**src/rtl/segmenter.sv**
```systemverilog
// -----------------------------------------------------------------------------
// segmenter
//
// Registered hexadecimal-to-seven-segment decoder for one HEX display digit.
// Adds lamp-test and blanking overrides to the nibble decode. An optional
// blink function is compiled in when the macro SEGMENTER_BLINK_EN is defined.
// Without it, the blink input is ignored and no counter or phase logic exists.
//
// Parameters
//   ACTIVE_LOW : 1 = a segment is lit by driving 0 (common anode), 0 = lit by 1
//   BLINK_DIV  : clock cycles per blink half-period (1 .. 2^32-1)
//
// Ports
//   clock     in   single clock, rising edge
//   reset     in   asynchronous, active-high; forces the output dark
//   value     in   [3:0] nibble to display
//   blank     in   1 = all segments dark
//   lamp_test in   1 = all segments lit (highest priority)
//   blink     in   1 = flash the digit (only with SEGMENTER_BLINK_EN)
//   seg_out   out  [6:0] registered segment drive, bit0 = a ... bit6 = g
// -----------------------------------------------------------------------------
module segmenter #(
    parameter bit          ACTIVE_LOW = 1'b1,
    parameter logic [31:0] BLINK_DIV  = 32'd25_000_000
) (
    input  logic       clock,
    input  logic       reset,
    input  logic [3:0] value,
    input  logic       blank,
    input  logic       lamp_test,
    input  logic       blink,
    output logic [6:0] seg_out
);

    // Drive levels in the board's polarity.
    localparam logic [6:0] SEG_ALL_LIT  = ACTIVE_LOW ? 7'h00 : 7'h7F;
    localparam logic [6:0] SEG_ALL_DARK = ACTIVE_LOW ? 7'h7F : 7'h00;

    logic [6:0] pattern;      // active-high gfedcba decode of value
    logic [6:0] seg_d;
    logic [6:0] seg_q;
    logic       blink_dark;   // 1 while the blink function hides the digit

`ifdef SEGMENTER_BLINK_EN
    logic [31:0] cnt_d;
    logic [31:0] cnt_q;
    logic        phase_d;
    logic        phase_q;

    // Free-running half-period counter; the phase flips on each wrap so the
    // digit spends BLINK_DIV cycles visible, then BLINK_DIV cycles dark.
    always_comb begin
        cnt_d   = cnt_q + 32'd1;
        phase_d = phase_q;
        if (cnt_q >= BLINK_DIV - 32'd1) begin
            cnt_d   = 32'd0;
            phase_d = ~phase_q;
        end
    end

    always_ff @(posedge clock or posedge reset) begin
        if (reset) begin
            cnt_q   <= 32'd0;
            phase_q <= 1'b0;
        end else begin
            cnt_q   <= cnt_d;
            phase_q <= phase_d;
        end
    end

    assign blink_dark = blink & phase_q;
`else
    // Blink is a no-op in this build; the port stays for a uniform interface.
    logic unused_blink;
    assign unused_blink = blink;
    assign blink_dark   = 1'b0;
`endif

    always_comb begin
        pattern = 7'h00;
        unique case (value)
            4'h0: pattern = 7'h3F;
            4'h1: pattern = 7'h06;
            4'h2: pattern = 7'h5B;
            4'h3: pattern = 7'h4F;
            4'h4: pattern = 7'h66;
            4'h5: pattern = 7'h6D;
            4'h6: pattern = 7'h7D;
            4'h7: pattern = 7'h07;
            4'h8: pattern = 7'h7F;
            4'h9: pattern = 7'h6F;
            4'hA: pattern = 7'h77;
            4'hB: pattern = 7'h7C;
            4'hC: pattern = 7'h39;
            4'hD: pattern = 7'h5E;
            4'hE: pattern = 7'h79;
            4'hF: pattern = 7'h71;
            default: pattern = 7'h00;
        endcase
    end

    // Override priority: lamp test, then blank, then blink-dark, then decode.
    always_comb begin
        seg_d = ACTIVE_LOW ? ~pattern : pattern;
        if (lamp_test) begin
            seg_d = SEG_ALL_LIT;
        end else if (blank || blink_dark) begin
            seg_d = SEG_ALL_DARK;
        end
    end

    always_ff @(posedge clock or posedge reset) begin
        if (reset) begin
            seg_q <= SEG_ALL_DARK;
        end else begin
            seg_q <= seg_d;
        end
    end

    assign seg_out = seg_q;

endmodule

```
**config.mk**
```make
export PLATFORM = sky130hd
export DESIGN_NAME = segmenter
export DESIGN_NICKNAME = d
export VERILOG_FILES = /design/src/rtl/segmenter.sv
export SDC_FILE = /design/constraint.sdc
export NUM_CORES = 1
export LEC_CHECK = 0
export ABC_CLOCK_PERIOD_IN_PS = 900
export CORE_AREA = 2 2 39 41
export CTS_BUF_LIST = sky130_fd_sc_hd__clkbuf_4
export CTS_CLUSTER_SIZE = 24
export DETAILED_ROUTE_END_ITERATION = 16
export DIE_AREA = 0 0 41 43
export PLACE_DENSITY = 0.67
export SETUP_SLACK_MARGIN = 0.3
export SYNTH_ARGS = -nofsm -noshare
export SYNTH_HDL_FRONTEND = slang
export SYNTH_SLANG_ARGS = --single-unit
```
**constraint.sdc**
```tcl
create_clock -name clock -period 0.9 [get_ports clock]
set_input_delay 0.18 -clock clock [delete_from_list [all_inputs] [get_ports clock]]
set_output_delay 0.18 -clock clock [all_outputs]
set_load 0.1 [all_outputs]
```
-- Word-level counts from Yosys, hierarchy flattened
Memories as Yosys holds them, arrays and structs flattened.
Index checks and enable logic that the tools add are counted.
- memories: 1
- memory bits (read-only): 112
- logic and storage cells: 5
- input bits: 9
- bits in registers: 7
- memories (name ; depth ; bits a word ; rd ports ; clocked after memory_dff ; write ports ; RTL line ; text):
    (name not given) ; 16 ; 7 ; 1 ; 0 ; 0 ; 81 ; unique case (value)
- muxes and demuxes: 2
- bitwise logic cells: 1
- operators with widths (operator ; number):
    $mux W7 ; 2
    $not A7 Y7 ; 1

-- Logic depth before layout (Yosys ltp)
An unclocked memory read counts as a cell.
- depth after elaboration: 4
- gate-level depth with buffers: 5
- depth with buffers taken out: 5

-- Least setup slack after synthesis
No wires, ideal clock.
- path type: in2reg
- from: input value[1]
- to: register seg_q[0], in the netlist seg_out[0]
- required time: 810 ps
- slack: -188 ps
- library setup time: 90 ps
- arrival: 999 ps
- cell stages on the path: 5
- buffers on the path: 0
- path through: inv_1 ha_1 inv_1 o2111a_1 a311oi_2
- word-level cells in the longest chain between the ends: 4
- ends and longest elaborated chain (what ; RTL line ; text):
    start: declaration ; 28 ; input logic [3:0] value,
    $mem_v2 Z16 W7 ; n/a ;
    $not A7 Y7 ; 104 ; seg_d = ACTIVE_LOW ? ~pattern : pattern;
    $mux W7 ; 107 ; end else if (blank || blink_dark) begin
    $mux W7 ; 105 ; if (lamp_test) begin
    via seg_d[0] ; 40 ; logic [6:0] seg_d;
    end signal: assignment ; 116 ; seg_q <= seg_d;
    end: declaration ; 41 ; logic [6:0] seg_q;
The timed path passes the listed nets, and every way through them passes these cells.

-- Worst setup path after layout
- from: register seg_q[0], in the netlist seg_out[0]
- to: output seg_out[0]
- RTL lines (what ; RTL line ; text):
    end: declaration ; 32 ; output logic [6:0] seg_out
No word-level cell between the ends.

==> metrics.md <==
| Metric | Value |
|---|---|
| Fill count | 88 |
| Violated checks | negative setup slack |
| Core area | 1380 sq um |
| Crit path launch type | flop |
| Largest net degree at the start of global routing | 8 |
| Number of distinct library cells after synthesis | 22 |
| DR WL/cell | approximately 13 um |
| Most frequent cells in the layout | buf_4 (10), buf_6 (8), buf_12 (7), dfstp_4 (7), ha_4 (5) |
| Max stage delay cell, worst path | dfstp_4 |
| Fin. max-slew vios | 0 |
| Post-DRT Antenna Nets | 0 |
| Iter 0 DRT Violations | 9 |
| # DRC | 0 |
| Status | finished, violations left |
| Synthesized netlist cell count | between 50 and 60 |
| Total GRT Usage | 0.175 |
| Critical Path AT | 1040 ps |
| Root buffer cell | clkbuf_4 |
| Leading cell type in the layout, fill and taps excluded | buf_4 |
| Final period util | 1.35 |
| Clk buf depth | 2 |
| Vias in the first global route | 528 |
| Place WS | -735 ps |
| Clock Pin Slew Worst Setup and Hold Paths | 50 ps |
| Wire length of the first global-routing pass | 2150 um |
| H-tree levels | 1 |
| Worst-path fanout max | 1 |
| Number of nets in the layout | 101 |
| Synth warn | 0 |
| Worst EP required | 720 ps |
| Worst setup path startpoint | seg_out[0] |
| Max transition margin | 0.836 |
| # rows | 14 |
| Num CTS Buffers | 3 |
| Die H | between 40 and 50 um |
| Fmax | a little over 800 MHz |
| Syn_nets | 66 |
| Least-Margin Pin Slew | approximately 250 ps |
| Flops & latches, synth | 7 |
| Vias per cell | 5.04 |
| Synth Cell Area | 498 sq um |
| Boundary Pins | 16 |
| # port buffers | 14 |
| Area Growth Syn to Fin | 115% |
| N_diodes | 0 |
| DR vias | 509 |
| Crit Path Category | reg2out |
| P per Cell Area | 1200 nW/um^2 |
| Crit path max-delay family | flip-flops |
| Fin. Hold Viols | 0 |
| CP Cell Sequence | buf_12 |
| Endpoints failing setup | 9 |
| Finished Core Util | 0.774 |
| CTS sink count | 7 |
| Min Clock Period, post-route | ~1200 ps |
| Initial Utilization | 0.360 |
| Cell count after placement | 90 |
| Peak VDD IR | 569 uV |
| Design Power | roughly 0.0013 W |
| Worst setup margin | -315 ps |
| HP Class | in2reg |
| WL final | 1310 um |
| GPL Wtd Cong | 0.836 |
| Post-CTS Hold Fix Bufs | 0 |
| DRT Pass-1 Iters | 4 |
| Leak | 0.446 nW |
| Initial antenna violation count | 0 |
| DIE AREA | 1760 sq um |
| Hold wc startpoint | lamp_test |
| Crit. End Element | output port |
| CTS tree | done |
| Cell Count, Final, Fillers Out | 101 |
| Global route overflow | 0 |
| DP Wirelength | 944 um |
| Share of cells above drive strength 1 | 0.694 |
| Slowest cell delay on critical path | slightly above 600 ps |
| Seq/Total Area, Yosys | 0.369 |
| Max-capacitance violation count | 0 |
| Unrepaired setup endpoints after global routing | yes |
| Mean area per synthesized cell | 9.76 sq um |
| Worst Path Buf+Inv | 1 |
| Largest register FFs | 7 |
| Die width | 41 um |
synth_stat cells:
cell      instances  area share
buf_4             1       0.015
a31oi_1           4       0.050
buf_6             1       0.023
o2111a_1          1       0.023
a21oi_1           5       0.050
nand2b_1          1       0.013
dfstp_2           7        0.37
a211oi_1          1       0.015
a211o_1           1       0.018
o31a_1            1       0.018
inv_1             6       0.045
a22oi_1           1       0.015
o21ai_0           1       0.010
mux2_2            2       0.045
ha_1              6        0.15
nor2_1            4       0.030
nand2_1           3       0.023
and2b_1           1       0.015
nor3_1            1       0.010
nor2b_1           1       0.013
a311oi_2          1       0.030
mux2i_1           1       0.020
per-stage QoR:
stage                     hold slack (ps)  instance area [sq um]  setup TNS, ps
after CTS                             253                   1070          -2330
final                                 260                   1070          -2250
after detailed placement              692                    908          -4760
after global routing                  268                   1070          -2400
after global placement                660                    908          -4580
after floorplan                       202                    627           -287
cell type report:
type                       instances  area (sq um)  area share
tap                               16          20.0      0.0187
timing repair buffer              32           384       0.359
clock buffer                       4          30.0      0.0280
multi-input combinational         36           382       0.356
sequential                         7           210       0.196
inverter                           6          45.0      0.0421
layer usage:
metal,up-vias,global-route usage,wire (um)
li1,249,-,-
met1,242,0.168,467
met2,16,0.331,774
met3,2,0.0209,56
met4,0,0.0800,16
met5,-,0,0
cell families (layout without fill, tap and decap cells):
kind of cell             Yosys count  after routing  synth area share
AO/OA/AOI/OAI                     16             16             0.229
AND/OR/NAND/NOR                   11             11             0.103
buffers and inverters              8             42            0.0829
flip-flops                         7              7             0.369
adder cells (fa/ha/maj)            6              6             0.151
multiplexers                       3              3            0.0653
where the power goes:
part	switching (W)	leakage, nW	internal, W
sequential	0.0000185	0.0777	0.000370
combinational	0.000325	0.350	0.000257
clock	0.000117	0.0184	0.000199
total	0.000461	0.446	0.000826
path summary, 6_finish.rpt:
check / endpoint / cells past startpoint / slack, ps
setup / recovery: seg_out[0] / 1 / -320
hold / removal: seg_out[0] / 2 / 260
min in group asynchronous: seg_out[2] / 2 / 400
max in group asynchronous: seg_out[3] / 2 / 470
repair_timing:
| action | 4_1_cts | 5_1_grt |
|---|---|---|
| setup endpoints to repair | 14 | 14 |
| buffers inserted | 7 | 0 |
| pin swaps | 10 | 5 |
| resized for setup | 34 | 1 |
Note: power is estimated with default switching activity, not from simulation.
==> variant (config.mk and constraints unchanged) <==
The option `SEGMENTER_BLINK_EN` is turned on by a define.
--- a/src/rtl/segmenter.sv
+++ b/src/rtl/segmenter.sv
@@ -21,2 +21,4 @@
 // -----------------------------------------------------------------------------
+`define SEGMENTER_BLINK_EN
+
 module segmenter #(
Function: no difference found for any inputs over 10 cycles, from zero or initial values and one cycle with reset high; that may be too few to reach the edited logic, so the function may still have changed.
==> variant against the unedited design <==
- the run now fails in global placement without I/O (3_1_place_gp_skip_io)
- synthesized area rose to 4.3 times the old value
==> variant: results (changes against the unedited design) <==
----------------------------------------------------
[Status]
  Run status ... stopped before the end
  Stopped at ... global placement without I/O (3_1_place_gp_skip_io)
  Error message ... [ERROR GPL-0301] Utilization 193.234 % exceeds 100%.

[Synthesis]
  Top cells by instance count after synthesis ... 33 x sky130_fd_sc_hd__dfrtp_1, 17 x sky130_fd_sc_hd__nor3_1, 10 x sky130_fd_sc_hd__a211oi_1, 10 x sky130_fd_sc_hd__nand2_1, 10 x sky130_fd_sc_hd__nand4_1
  Number of distinct standard cells referenced by the synthesized netlist ... 43 (+95%)
  Async SR Flop Fraction ... 100% (unchanged)
  #FFs+latches synth ... 40 (+33)
  Main flop type after synthesis ... sky130_fd_sc_hd__dfrtp_1
  Sequential element share of the synthesized area ... 47.4% (+10 points)
  Syn_area_per_cell ... 10.4 um^2 (+6.4%)
  Leading post-synthesis cells by cell area ... sky130_fd_sc_hd__dfrtp_1 39%, sky130_fd_sc_hd__dfstp_2 8.6%, sky130_fd_sc_hd__nor3_1 4.0%, sky130_fd_sc_hd__xor2_1 3.7%, sky130_fd_sc_hd__a211oi_1 3.5%
  YS warnings ... 0 (unchanged)

----------------------------------------------------
variant: cell types whose count changed after synthesis, sizes merged, moves of 6 or more:
| cell | change |
|---|---|
| dfrtp | +33 |
| nand4 | +11 |
| a211oi | +13 |
| nand3 | +9 |
| nor3 | +16 |
| and4 | +7 |
| xor2 | +9 |
| nand2 | +7 |
| or4 | +6 |
| clkbuf | +6 |
variant: logic make-up after synthesis:
| kind of cell | share of synthesized area, % |
|---|---|
| AOI/OAI and AO/OA | 13.4 |
| xor gates and xnor gates | 5.35 |
| adders and majority gates | 3.53 |
| buffers and inverters | 4.11 |
| DFF | 47.4 |
| muxes | 3.58 |
| other | 0.176 |
| and+or+nand+nor | 22.4 |
